==> src/rtl/seg_pkg.sv <==
// Shared types and helpers for the 7-segment scan controller.
// Holds the binary-to-BCD converter state enum, BCD/PWM widths and the
// digit-to-segment encoder ({A,B,C,D,E,F,G}, active-high).
package seg_pkg;

   localparam int unsigned BCD_DIGIT_W = 4;
   localparam int unsigned PWM_W       = 4;
   localparam int unsigned SEG_W       = 7;

   typedef enum logic [1:0] {
      S_IDLE = 2'd0,
      S_CONV = 2'd1,
      S_DONE = 2'd2
   } conv_state_e;

   localparam logic [SEG_W-1:0] SEG_BLANK = 7'b0000000;

   // Decimal digit to segment pattern; non-decimal codes light nothing.
   function automatic logic [SEG_W-1:0] seg_encode(input logic [BCD_DIGIT_W-1:0] d);
      logic [SEG_W-1:0] s;
      case (d)
         4'd0:    s = 7'b1111110;
         4'd1:    s = 7'b0110000;
         4'd2:    s = 7'b1101101;
         4'd3:    s = 7'b1111001;
         4'd4:    s = 7'b0110011;
         4'd5:    s = 7'b1011011;
         4'd6:    s = 7'b1011111;
         4'd7:    s = 7'b1110010;
         4'd8:    s = 7'b1111111;
         4'd9:    s = 7'b1111011;
         default: s = SEG_BLANK;
      endcase
      return s;
   endfunction

endpackage

==> src/rtl/bin2bcd_seq.sv <==
// Sequential double-dabble binary-to-BCD converter, one input bit per clock.
//   CLK, RST_N : clock, async active-low reset
//   value      : binary input, sampled when start is seen in IDLE
//   start      : request a conversion of value
//   busy       : high from the capture edge until the converter is back in IDLE
//   done       : one-cycle pulse after DONE; bcd/ovf are valid and stable then
//   bcd        : DIGITS packed BCD digits, digit 0 in bits [3:0]
//   ovf        : value needed more than DIGITS decimal digits
module bin2bcd_seq
   import seg_pkg::*;
#(
   parameter int unsigned BIN_W  = 32,
   parameter int unsigned DIGITS = 8
) (
   input  logic                            CLK,
   input  logic                            RST_N,
   input  logic [BIN_W-1:0]                value,
   input  logic                            start,
   output logic                            busy,
   output logic                            done,
   output logic [BCD_DIGIT_W*DIGITS-1:0]   bcd,
   output logic                            ovf
);

   localparam int unsigned BCD_W = BCD_DIGIT_W * DIGITS;
   localparam int unsigned CNT_W = $clog2(BIN_W + 1);

   conv_state_e      state_q,   state_d;
   logic [BIN_W-1:0] shreg_q,   shreg_d;
   logic [BCD_W-1:0] work_q,    work_d;
   logic             ovf_tmp_q, ovf_tmp_d;
   logic [CNT_W-1:0] cnt_q,     cnt_d;
   logic             busy_q,    busy_d;
   logic             done_q,    done_d;
   logic [BCD_W-1:0] adj_c;

   // +3 correction on every digit >= 5 ahead of the shift
   always_comb begin : add3
      adj_c = '0;
      for (int i = 0; i < int'(DIGITS); i++) begin
         if (work_q[4*i +: 4] >= 4'd5) adj_c[4*i +: 4] = work_q[4*i +: 4] + 4'd3;
         else                          adj_c[4*i +: 4] = work_q[4*i +: 4];
      end
   end

   // Converter next state
   always_comb begin : next_c
      state_d   = state_q;
      shreg_d   = shreg_q;
      work_d    = work_q;
      ovf_tmp_d = ovf_tmp_q;
      cnt_d     = cnt_q;
      done_d    = 1'b0;
      case (state_q)
         S_IDLE: begin
            if (start) begin
               shreg_d   = value;
               work_d    = '0;
               ovf_tmp_d = 1'b0;
               cnt_d     = '0;
               state_d   = S_CONV;
            end
         end
         S_CONV: begin
            work_d  = {adj_c[BCD_W-2:0], shreg_q[BIN_W-1]};
            shreg_d = {shreg_q[BIN_W-2:0], 1'b0};
            // A carry out of the top digit means the value does not fit
            if (adj_c[BCD_W-1]) ovf_tmp_d = 1'b1;
            cnt_d = cnt_q + CNT_W'(1);
            if (cnt_q == CNT_W'(BIN_W - 1)) state_d = S_DONE;
         end
         S_DONE: begin
            done_d  = 1'b1;
            state_d = S_IDLE;
         end
         default: state_d = S_IDLE;
      endcase
      busy_d = (state_d != S_IDLE);
   end

   always_ff @(posedge CLK or negedge RST_N) begin : regs
      if (!RST_N) begin
         state_q   <= S_IDLE;
         shreg_q   <= '0;
         work_q    <= '0;
         ovf_tmp_q <= 1'b0;
         cnt_q     <= '0;
         busy_q    <= 1'b0;
         done_q    <= 1'b0;
      end else begin
         state_q   <= state_d;
         shreg_q   <= shreg_d;
         work_q    <= work_d;
         ovf_tmp_q <= ovf_tmp_d;
         cnt_q     <= cnt_d;
         busy_q    <= busy_d;
         done_q    <= done_d;
      end
   end

   assign busy = busy_q;
   assign done = done_q;
   assign bcd  = work_q;
   assign ovf  = ovf_tmp_q;

endmodule

==> src/rtl/seg_scan_ctrl.sv <==
// Multiplexed 7-segment display controller for an unsigned binary value.
//   CLK, RST_N   : clock, async active-low reset
//   BINARY_SCORE : value to show; a change triggers a fresh BCD conversion
//   BLANK_EN     : suppress leading zeros (digit 0 always lit)
//   BRIGHT       : PWM duty 0..15 within each digit slot, 15 = full
//   Com          : active-low digit enables, digit 0 on the top bit
//   SEG          : {A..G} active-high segments for the enabled digit
//   BUSY         : conversion in flight (capture through display update)
//   OVF          : value did not fit; all digits forced to 9
module seg_scan_ctrl
   import seg_pkg::*;
#(
   parameter int unsigned DIGITS     = 8,
   parameter int unsigned BIN_W      = 32,
   parameter int unsigned SCAN_SHIFT = 10
) (
   input  logic              CLK,
   input  logic              RST_N,
   input  logic [BIN_W-1:0]  BINARY_SCORE,
   input  logic              BLANK_EN,
   input  logic [3:0]        BRIGHT,
   output logic [DIGITS-1:0] Com,
   output logic [6:0]        SEG,
   output logic              BUSY,
   output logic              OVF
);

   localparam int unsigned BCD_W = BCD_DIGIT_W * DIGITS;
   localparam int unsigned IDX_W = $clog2(DIGITS);

   logic [BIN_W-1:0]      last_q, last_d;
   logic [BCD_W-1:0]      disp_q, disp_d;
   logic                  ovf_q,  ovf_d;
   logic                  busy_q, busy_d;
   logic [SCAN_SHIFT-1:0] slot_q, slot_d;
   logic [IDX_W-1:0]      idx_q,  idx_d;
   logic [DIGITS-1:0]     com_q,  com_d;
   logic [SEG_W-1:0]      seg_q,  seg_d;

   logic                  start_c;
   logic                  conv_busy;
   logic                  conv_done;
   logic [BCD_W-1:0]      conv_bcd;
   logic                  conv_ovf;
   logic [3:0]            digit_c;
   logic                  blank_c;
   logic                  hi_zero_c;
   logic                  pwm_off_c;

   // New conversion only when fully idle, so only the latest value is taken
   assign start_c = (BINARY_SCORE != last_q) && !busy_q && !conv_busy;

   bin2bcd_seq #(
      .BIN_W  (BIN_W),
      .DIGITS (DIGITS)
   ) u_conv (
      .CLK   (CLK),
      .RST_N (RST_N),
      .value (BINARY_SCORE),
      .start (start_c),
      .busy  (conv_busy),
      .done  (conv_done),
      .bcd   (conv_bcd),
      .ovf   (conv_ovf)
   );

   // Capture tracking and atomic display/OVF update
   always_comb begin : conv_next
      last_d = last_q;
      disp_d = disp_q;
      ovf_d  = ovf_q;
      busy_d = busy_q;
      if (start_c) begin
         last_d = BINARY_SCORE;
         busy_d = 1'b1;
      end else if (conv_done) begin
         disp_d = conv_bcd;
         ovf_d  = conv_ovf;
         busy_d = 1'b0;
      end
   end

   // Slot counter and digit index; index wraps at DIGITS-1
   always_comb begin : scan_next
      slot_d = slot_q + SCAN_SHIFT'(1);
      idx_d  = idx_q;
      if (slot_q == '1) begin
         if (idx_q == IDX_W'(DIGITS - 1)) idx_d = '0;
         else                             idx_d = idx_q + IDX_W'(1);
      end
   end

   // Active digit value and leading-zero blanking, scanning from the top digit
   always_comb begin : digit_sel
      digit_c   = 4'd0;
      blank_c   = 1'b0;
      hi_zero_c = 1'b1;
      for (int i = int'(DIGITS) - 1; i >= 0; i--) begin
         hi_zero_c = hi_zero_c && (disp_q[4*i +: 4] == 4'd0);
         if (idx_q == IDX_W'(i)) begin
            digit_c = disp_q[4*i +: 4];
            blank_c = BLANK_EN && !ovf_q && (i != 0) && hi_zero_c;
         end
      end
   end

   assign pwm_off_c = (slot_q[SCAN_SHIFT-1 -: PWM_W] > BRIGHT);

   // Com and SEG registered together from the same slot/index
   always_comb begin : drive_next
      com_d = '1;
      for (int i = 0; i < int'(DIGITS); i++) begin
         com_d[int'(DIGITS) - 1 - i] = !((idx_q == IDX_W'(i)) && !pwm_off_c);
      end
      if (blank_c)    seg_d = SEG_BLANK;
      else if (ovf_q) seg_d = seg_encode(4'd9);
      else            seg_d = seg_encode(digit_c);
   end

   always_ff @(posedge CLK or negedge RST_N) begin : regs
      if (!RST_N) begin
         last_q <= '0;
         disp_q <= '0;
         ovf_q  <= 1'b0;
         busy_q <= 1'b0;
         slot_q <= '0;
         idx_q  <= '0;
         com_q  <= '1;
         seg_q  <= '0;
      end else begin
         last_q <= last_d;
         disp_q <= disp_d;
         ovf_q  <= ovf_d;
         busy_q <= busy_d;
         slot_q <= slot_d;
         idx_q  <= idx_d;
         com_q  <= com_d;
         seg_q  <= seg_d;
      end
   end

   assign Com  = com_q;
   assign SEG  = seg_q;
   assign BUSY = busy_q;
   assign OVF  = ovf_q;

endmodule

==> config.mk <==
export PLATFORM = sky130hd
export DESIGN_NAME = seg_scan_ctrl
export DESIGN_NICKNAME = d
export VERILOG_FILES = /design/src/rtl/seg_pkg.sv /design/src/rtl/bin2bcd_seq.sv /design/src/rtl/seg_scan_ctrl.sv
export SDC_FILE = /design/constraint.sdc
export NUM_CORES = 1
export LEC_CHECK = 0
export CAP_MARGIN = 0
export CORE_ASPECT_RATIO = 1.1
export CORE_MARGIN = 5
export CORE_UTILIZATION = 35
export CTS_CLUSTER_DIAMETER = 50
export CTS_CLUSTER_SIZE = 24
export DETAILED_ROUTE_END_ITERATION = 16
export HOLD_SLACK_MARGIN = 0.05
export PLACE_DENSITY = 0.52
export REMOVE_ABC_BUFFERS = 1
export SYNTH_ARGS = -nofsm -noshare
export SYNTH_HDL_FRONTEND = slang
export SYNTH_HIERARCHICAL = 1
export SYNTH_SLANG_ARGS = --single-unit
==> constraint.sdc <==
create_clock -name CLK -period 3.2 [get_ports CLK]
set_input_delay 0.64 -clock CLK [delete_from_list [all_inputs] [get_ports CLK]]
set_output_delay 0.64 -clock CLK [all_outputs]
set_load 0.005 [all_outputs]
==> summary.txt <==
Status
  – Status: finished, final reports clean

Synth
  – Seq cells post-synth: about 170
  – Async SR Flop Fraction: 1.00
  – Synth area leaders: dfrtp_1 (45%), ha_1 (4.7%), mux2_2 (4.4%)
  – Cell taking the most area after synthesis: dfrtp_1
  – Ys flop type: dfrtp_1
  – Yosys cell types: 70
  – Most instantiated cells after synthesis: dfrtp_1 (161), o21ai_0 (52), inv_1 (51), nor2b_1 (46), a21oi_1 (42)
  – Yosys top cell area share: 0.455
  – Post-synth EDFFs: 0
  – Sequential share of the synthesized area: 0.478
  – Cells after synthesis: between 800 and 900
  – Syn Std Cell Area: 8860 um^2
  – Avg Inst Size Synth: between 10 and 15 um^2
  – Most frequent cell after synthesis: dfrtp_1
  – Synth warn: 6

Floorplan
  – Core footprint: roughly 25000 um^2
  – Initial Util: 0.353
  – Chip width: 162 um
  – I/O pin total: 56
  – Row cnt: just over 60
  – Die H: 177 um
  – Die area: roughly 29000 um^2

Power and ir drop
  – Sequential power share: 0.500
  – Switching power: about 1.0 mW
  – Power Density: between 400 and 500 nW/um^2
  – P_int: between 3 and 4 mW
  – Combinational fraction of design power: 0.033
  – Clock network fraction of total power: 0.467
  – VDD IR max: between 0.3 and 0.4 mV
  – LEAKAGE: approximately 4.6 nW
  – Sw frac: 0.245

GRT
  – Antenna violations before repair: 0
  – Vias in the first global route: approximately 6600
  – Gr usage total: 0.146
  – First-pass GRT wire length: roughly 34 mm
  – Pin count of the biggest net entering global routing: about 70
  – Grt ovf: 0

Critical path
  – Critical Path Fanout Max: 9
  – Worst EP required: around 3.5 ns
  – R2R Setup Slk: 0.28 ns
  – CP delay by family, top: compound AO/OA/AOI/OAI gates
  – Kind of critical path: register to register
  – Crit end category: register
  – Startpoint types: register
  – Buf/Inv on CP: 3
  – Crit. Startpoint: idx_q[1]$_DFFE_PN0N_
  – Slowest cell on the critical path: a2111oi_1
  – Crit path capture: SEG[3]$_DFF_PN0_
  – Cell breakdown of the critical path: inv_1 > ha_1 > buf_4 > a221oi_1 > a21oi_1 > or2_2 > inv_1 > ha_1 > nor3_1 > a2111oi_1 > nor2b_1
  – Crit-path max cell delay: around 0.42 ns
  – Worst path depth: 11
  – Reg-to-reg endpoint: SEG[3]$_DFF_PN0_
  – CP arrival: between 3 and 4 ns
  – R2r startpoint: idx_q[1]$_DFFE_PN0N_
  – R2R cell count: 11

Clock network
  – CTS tree: yes
  – Num CTS Buffers: 17
  – Root buf cell: clkbuf_16
  – Worst-Skew Late Latency: roughly 0.43 ns
  – CTS max path bufs: 2
  – Htree depth: 4
  – Worst-path clk slew: approximately 0.070 ns
  – Sink Count: between 150 and 200
  – Hold-fix buffers, CTS: 0

Cells and area
  – Final instance area: 10400 um^2
  – Sequential cell area: 4240 um^2
  – Util after Layout: 0.415
  – Ant. Diodes: 0
  – Multi-input logic area: 4190 um^2
  – Final nets: between 900 and 1000
  – Number of fill cells in the layout: ~2400
  – Share of layout cells above drive strength 1: 0.133
  – Area growth from synthesis to layout: 17.6%

Routing
  – Remaining DRCs: 0
  – Initial DRC Count: 356
  – First-pass DRT Iterations: 4
  – Vias: between 6000 and 7000
  – WL per Instance: 17.1 um
  – Via density: between 5 and 6
  – WL final: around 21 mm
  – Antenna viol nets, final: 0

STA
  – Rel. slew slack: 0.547
  – Final Hold Fails: 0
  – # setup viols final: 0
  – Slew Viols, Final: 0
  – Fin crit share: 0.913
  – Setup TNS: 0 ns
  – Max Freq: 342 MHz
  – RSZ-0062 raised after global routing: no
  – Worst Max-Slew Pin Slew: between 0.6 and 0.7 ns
  – Clock skew: 0.00838 ns
  – Min Tclk post-route: just under 3 ns

Placed design
  – DP HPWL: 14.1 mm
  – Placement-stage cell area: between 9000 and 10000 um^2
  – Routability cong.: about 0.79
  – IO Port Bufs: between 50 and 60

Run
  – MaxCap Viol Count: 0

Hold path
  – Hold Path Class: primary input to async pin
==> routing by layer <==
metal | share of wire | GRT usage | vias to the layer above
li1 | - | - | 3086
met1 | 0.47 | 0.190 | 3234
met2 | 0.49 | 0.247 | 126
met3 | 0.031 | 0.0261 | 29
met4 | 0.016 | 0.0479 | 0
met5 | 0 | 0 | -
==> placed cells by master (no fill, tap or decap), types with 10 or more instances in the layout <==
cell	instances
a21oi_1	42
a22oi_1	31
buf_4	21
clkbuf_16	17
clkdlybuf4s50_1	54
dfrtp_1	161
ha_1	33
inv_1	51
mux2_1	30
mux2_2	35
nand2_1	38
nand3_1	17
nor2_1	11
nor2b_1	46
nor4_1	14
o2111ai_1	18
o21ai_0	52
o311ai_0	10
xnor2_1	13
xor2_1	35
==> worst min path at each step <==
| stage | from | end | slack, ns | cells after the start |
|---|---|---|---|---|
| after global routing | RST_N | slot_q[4]$_DFF_PN0_ | 0.24 | 1 |
| final | RST_N | slot_q[5]$_DFF_PN0_ | 0.20 | 1 |
| after floorplan | RST_N | BUSY$_DFFE_PN0P_ | 0.34 | 0 |
| after global placement | slot_q[4]$_DFF_PN0_ | slot_q[4]$_DFF_PN0_ | 0.46 | 1 |
| after detailed placement | slot_q[4]$_DFF_PN0_ | slot_q[4]$_DFF_PN0_ | 0.46 | 1 |
| after CTS | RST_N | slot_q[7]$_DFF_PN0_ | 0.22 | 1 |
==> metrics by stage <==
step	setup WS (ns)	total power, mW	hold slack (ns)	cells
4_1_cts	0.224	4.34	0.224	1202
3_5_place_dp	-0.147	2.32	0.459	1170
3_3_place_gp	-0.200	2.32	0.458	1170
5_1_grt	0.0528	4.44	0.244	1202
6_report	0.280	4.27	0.203	1202
2_1_floorplan	-0.307	2.20	0.344	772
==> power groups by stage <==
stage | clock network [mW] | registers [mW] | logic [mW]
final | 2.00 | 2.14 | 0.141
after global routing | 2.14 | 2.13 | 0.158
after CTS | 2.06 | 2.14 | 0.147
after detailed placement | 0 | 2.18 | 0.146
after global placement | 0 | 2.18 | 0.147
after floorplan | 0 | 2.18 | 0.0194
==> cells by family (layout without fill, tap and decap cells) <==
group                    count (synthesis)  after routing  synth area share
buffers and inverters                   96            168            0.0496
multiplexers                            70             70            0.0882
AO/OA/AOI/OAI                          232            232             0.184
XOR/XNOR                                48             48            0.0474
adder cells (fa/ha/maj)                 33             33            0.0466
flip-flops                             169            169             0.478
AND/OR/NAND/NOR                        167            167             0.106
==> final cells by class <==
class,count,share of cell area
Multi-Input combinational cell,550,0.401
Sequential cell,169,0.407
Clock buffer,18,0.0412
Inverter,53,0.0191
Timing Repair Buffer,83,0.0815
Clock inverter,14,0.0124
Tap cell,315,0.0378
==> worst reg2reg max path: cells and delay by family (launching register included) <==
family | cells | cell delay (ns)
AO/OA/AOI/OAI | 3 | 0.98
AND/OR/NAND/NOR | 3 | 0.53
adder cells (fa/ha/maj) | 2 | 0.50
buffers and inverters | 3 | 0.40
flip-flops | 1 | 0.38
==> sequential cells by signal, summed over array words and instances (netlist names) <==
signal          flops
Com                 8
u_conv/bcd         32
u_conv/state_q      2
u_conv/shreg_q     32
idx_q               3
u_conv/done         1
BUSY                1
u_conv/cnt_q        6
last_q             32
disp_q             32
slot_q             10
u_conv/busy         1
OVF                 1
u_conv/ovf          1
SEG                 7
==> repair_timing <==
action	in CTS	in global routing
buffers inserted	0	0
endpoints found under the hold margin	0	0
endpoints found under the setup margin	0	1
gates resized for setup	0	1
Note: power is estimated with default switching activity, not from simulation.
